### config.mk
export PLATFORM = sky130hd
export DESIGN_NAME = serial_cascade_comparator
export DESIGN_NICKNAME = d
export VERILOG_FILES = /design/src/rtl/serial_cascade_comparator.sv
export SDC_FILE = /design/constraint.sdc
export NUM_CORES = 1
export LEC_CHECK = 0
export CORE_MARGIN = 4
export CORE_UTILIZATION = 40
export DETAILED_ROUTE_END_ITERATION = 8
export PLACE_DENSITY_LB_ADDON = 0.2
export SLEW_MARGIN = 20
export SYNTH_ARGS = -nofsm -noshare
export SYNTH_HDL_FRONTEND = slang
export SYNTH_SLANG_ARGS = --single-unit
### constraint.sdc
create_clock -name clk -period 1.6 [get_ports clk]
set_input_delay 0.24 -clock clk [delete_from_list [all_inputs] [get_ports clk]]
set_output_delay 0.24 -clock clk [all_outputs]
set_load 0.01 [all_outputs]
### src/rtl/serial_cascade_comparator.sv
// Slice-serial unsigned magnitude comparator: LSB-first slices drive a registered gt/lt/eq cascade.
// Optional macro CASCADE_SEED_EN adds seed_gt/seed_lt/seed_eq inputs that seed the cascade on the first beat.
module serial_cascade_comparator #(
    parameter int SLICE_W    = 6,
    parameter int MAX_SLICES = 16,
    parameter int CNT_W      = 5
) (
    input  logic               clk,
    input  logic               rst_n,
    // Handshakes: a beat/result transfers on a rising edge where valid && ready;
    // valid is never dropped by the block while its ready partner is low.
    input  logic               s_valid,
    output logic               s_ready,
    input  logic               s_first,
    input  logic               s_last,
    input  logic [SLICE_W-1:0] s_a,
    input  logic [SLICE_W-1:0] s_b,
`ifdef CASCADE_SEED_EN
    input  logic               seed_gt,
    input  logic               seed_lt,
    input  logic               seed_eq,
`endif
    output logic               m_valid,
    input  logic               m_ready,
    output logic               m_gt,
    output logic               m_lt,
    output logic               m_eq,
    output logic [CNT_W-1:0]   m_slices,
    output logic               m_ovf,
    output logic [1:0]         dbg_state_o
);

    typedef enum logic [1:0] {
        IDLE  = 2'd0,
        ACCUM = 2'd1,
        HOLD  = 2'd2
    } state_e;

    state_e             state_q, state_d;
    logic               gt_q, gt_d, lt_q, lt_d, eq_q, eq_d;
    logic [CNT_W-1:0]   cnt_q, cnt_d;
    logic               ovf_q, ovf_d;

    logic               accept, start;
    logic               init_gt, init_lt, init_eq;
    logic               pre_gt, pre_lt, pre_eq;
    logic               cnt_sat;

`ifdef CASCADE_SEED_EN
    // Illegal seed combinations resolve gt > lt > eq; all-zero counts as eq.
    assign init_gt = seed_gt;
    assign init_lt = !seed_gt && seed_lt;
    assign init_eq = (seed_eq || !(seed_gt || seed_lt)) && !seed_gt && !seed_lt;
`else
    assign init_gt = 1'b0;
    assign init_lt = 1'b0;
    assign init_eq = 1'b1;
`endif

    assign s_ready = (state_q != HOLD);
    assign accept  = s_valid && s_ready;
    // Any beat taken in IDLE opens a transaction; s_first in ACCUM restarts it.
    assign start   = accept && ((state_q == IDLE) || s_first);
    assign cnt_sat = (cnt_q == CNT_W'(MAX_SLICES));

    assign pre_gt = start ? init_gt : gt_q;
    assign pre_lt = start ? init_lt : lt_q;
    assign pre_eq = start ? init_eq : eq_q;

    always_comb begin
        state_d = state_q;
        gt_d    = gt_q;
        lt_d    = lt_q;
        eq_d    = eq_q;
        cnt_d   = cnt_q;
        ovf_d   = ovf_q;
        case (state_q)
            IDLE, ACCUM: begin
                if (accept) begin
                    if (s_a > s_b) begin
                        gt_d = 1'b1; lt_d = 1'b0; eq_d = 1'b0;
                    end else if (s_a < s_b) begin
                        gt_d = 1'b0; lt_d = 1'b1; eq_d = 1'b0;
                    end else begin
                        gt_d = pre_gt; lt_d = pre_lt; eq_d = pre_eq;
                    end
                    if (start) begin
                        cnt_d = CNT_W'(1);
                        ovf_d = 1'b0;
                    end else if (cnt_sat) begin
                        ovf_d = 1'b1;
                    end else begin
                        cnt_d = cnt_q + 1'b1;
                    end
                    state_d = s_last ? HOLD : ACCUM;
                end
            end
            HOLD: begin
                if (m_ready) begin
                    state_d = IDLE;
                    ovf_d   = 1'b0;
                end
            end
            default: state_d = IDLE;
        endcase
    end

    always_ff @(posedge clk or negedge rst_n) begin
        if (!rst_n) begin
            state_q <= IDLE;
            gt_q    <= 1'b0;
            lt_q    <= 1'b0;
            eq_q    <= 1'b0;
            cnt_q   <= '0;
            ovf_q   <= 1'b0;
        end else begin
            state_q <= state_d;
            gt_q    <= gt_d;
            lt_q    <= lt_d;
            eq_q    <= eq_d;
            cnt_q   <= cnt_d;
            ovf_q   <= ovf_d;
        end
    end

    assign m_valid     = (state_q == HOLD);
    assign m_gt        = gt_q;
    assign m_lt        = lt_q;
    assign m_eq        = eq_q;
    assign m_slices    = cnt_q;
    assign m_ovf       = ovf_q;
    assign dbg_state_o = state_q;

endmodule

==> results.py <==
metrics = {
    "run_status": {
        "status": "finished, final reports clean",
    },
    "routing": {
        "drc_errors": 0,
        "num_vias": 677,
        "routed_wl_um": 1630,
        "viasPerCell": 4.98,
        "drt_first_pass_iters": 4,
        "post_drt_wl_per_cell_um": 12.0,
        "final_antenna_net_count": 0,
        "drt_iter0_drc": 20,
    },
    "placement": {
        "portBuffers": 30,
        "placedCellCount": 132,
        "hpwl_um": 1320,
        "dp_slack_ns": -0.284,
        "gp_congestion": 0.781,
    },
    "sta": {
        "slew_headroom_pct": 67.1,
        "skew_ns": 0.00392,
        "fin_crit_ns": 1.52,
        "fin_crit_sh_pct": 95.2,
        "worst_pin_slew_ns": 0.492,
        "rsz0062_at_grt": "no",
        "setup_slack_ns": 0.0776,
        "max_freq_ghz": 0.657,
        "drv_slew": 0,
        "setup_viol": 0,
        "fin_setup_tns_ns": 0,
        "hold_viol_final": 0,
    },
    "cts": {
        "cts_tree": "yes",
        "clock-sinks": 11,
        "clk_path_buf_depth": 2,
        "cts_buffers": 3,
        "cts_setup_buffers": 0,
        "insertion_delay_ns": 0.27,
        "cts.root.buffer_cell": "clkbuf_4",
        "clk_pin_slew_worst_paths_ns": 0.07,
        "htree_levels": 1,
    },
    "synth": {
        "syn_nets": 100,
        "ys_async_sr_fraction_pct": 100,
        "synth_seq_area_share_pct": 38.3,
        "synth_flop_cell": "dfrtp_1",
        "yosys_warnings": 0,
        "yosys.area.top_type": "dfrtp_1",
        "synthDistinctLibCells": 28,
        "synth.ff_latch_count": 11,
        "synth_area_um2": 718,
        "synthTopCellsByArea": "dfrtp_1, ha_1, inv_1",
        "synthCells": 74,
        "syn_avg_cell_area_um2": 9.71,
        "synth_edf_count": 0,
        "synth_top_cell_area_share_pct": 38.3,
    },
    "global_route": {
        "overflow": 0,
        "grt_pass1_wl_um": 2870,
        "grt_pass1_vias": 675,
        "track_usage_pct": 15.1,
        "antenna_found_initial": 0,
        "grt_max_degree": 12,
    },
    "worst_setup_path": {
        "critPathBufInv": 1,
        "r2r_slack_ns": 0.25,
        "worstRegToRegCells": 6,
        "critical-path-max-stage-delay_ns": 0.57,
        "startpoint_type": "register",
        "r2r_end": "m_slices[1]",
        "crit_family": "buffers and inverters",
        "critPathKind": "reg2out",
        "cp-end-kind": "output pin",
        "critPathLaunch": "m_slices[0]",
        "arrival_ns": 1.28,
        "slowest_stage": "clkdlybuf4s50_1",
        "cp.depth": 1,
        "crit_required_ns": 1.36,
        "worst-path-max-fanout": 6,
        "worstReg2RegStart": "m_slices[0]",
        "endpoint": "m_slices[0]",
        "cp_cell_sequence": "clkdlybuf4s50_1",
    },
    "job": {
        "maxCapViolCount": 0,
    },
    "final_layout": {
        "drive_gt1_share_pct": 14.4,
        "final_common_cell": "clkdlybuf4s50_1",
        "fin_nets": 138,
        "final_cells": 136,
        "n_fill_cell": 156,
        "syn_to_final_growth_pct": 54.2,
        "final_cell_mix": "clkdlybuf4s50_1, dfrtp_1, inv_1, nor2_1, ha_1",
        "fin_util_pct": 64.8,
        "antennaDiodeCount": 0,
    },
    "floorplanning": {
        "initial_core_util_pct": 42.1,
        "die-area_mm2": 0.00254,
        "die_width_um": 50.4,
        "dieHeight_um": 50.4,
        "pin_count": 31,
        "row_count": 15,
        "coreArea_mm2": 0.00171,
    },
    "power": {
        "p_leak_nw": 0.522,
        "p_per_area_mw_per_mm2": 814,
        "irDropWorstVdd_mv": 0.570,
    },
    "hold_path": {
        "hold_path_class": "in2async",
    },
}
## sequential cells by signal, summed over array words and instances, names as in the netlist
register	flops
m_slices	5
dbg_state_o	2
m_eq	1
m_gt	1
m_lt	1
m_ovf	1
## synthesized netlist by cell type (all sizes together), types with 2 or more instances
library cell,instances
dfrtp,11
inv,9
ha,8
nor2,8
nand2,4
nand3,4
nand2b,3
nand4,3
o21ai,3
xor2,3
a211oi,2
a32o,2
buf,2
nor2b,2
## cell type report
class,count,area (um^2),area share (%)
multi-input cells,52,405,36.6
repair buffers,35,335,30.3
well taps,25,31.3,2.82
flip-flops and latches,11,275,24.9
inverters,9,33.8,3.05
clock buffers,4,26.3,2.37
## stage by stage
stage	hold slack [ns]	total power, W	cell area [um^2]
final	0.298	0.000901	1110
after global routing	0.332	0.000972	1110
after CTS	0.312	0.000909	1090
after detailed placement	0.479	0.000718	1060
after global placement	0.492	0.000710	1060
after floorplan	-0.0556	0.000532	718
## worst reg2reg max path: cells and delay by family (launching register included)
kind                     cells  cell delay, ns
flip-flops                   1            0.44
AO/OA/AOI/OAI                1            0.20
buffers and inverters        1            0.08
AND/OR/NAND/NOR              3            0.38
adder cells (fa/ha/maj)      1            0.14
## kinds of logic (layout without fill, tap and decap cells)
| group | after synthesis | after routing | share of synthesized area (%) |
|---|---|---|---|
| simple gates | 28 | 28 | 21.6 |
| xor+xnor | 3 | 3 | 3.66 |
| fa+ha+maj | 8 | 8 | 13.9 |
| flops | 11 | 11 | 38.3 |
| compound gates | 13 | 13 | 14.6 |
| buf+inv | 11 | 48 | 7.84 |
## where the power goes
part	switching [W]	internal [W]	total, W	leakage (nW)
Clock	0.0000918	0.0000965	0.000188	0.0150
Sequential	0.0000485	0.000322	0.000370	0.142
Combinational	0.000140	0.000203	0.000343	0.366
Total	0.000280	0.000621	0.000901	0.522
## how the worst min path moves through the flow
stage,endpoint,slack (ns)
3_3_place_gp,m_lt,0.49
3_5_place_dp,m_lt,0.48
5_1_grt,m_slices[0],0.33
2_1_floorplan,dbg_state_o[0],-0.06
6_report,m_slices[0],0.30
4_1_cts,m_slices[0],0.31
## routing by layer
layer	wire, um	global-route usage [%]	vias to the layer above
li1	-	-	337
met1	699	17.3	321
met2	811	25.7	17
met3	104	6.23	2
met4	15	4.04	0
met5	0	0	-
## what timing repair did
| item | in CTS | in global routing |
|---|---|---|
| hold buffers | 0 | 0 |
| endpoints found under the setup margin | 3 | 2 |
| resized for setup | 3 | 3 |
| pin swaps | 0 | 2 |
(Power assumes the default switching activity.)
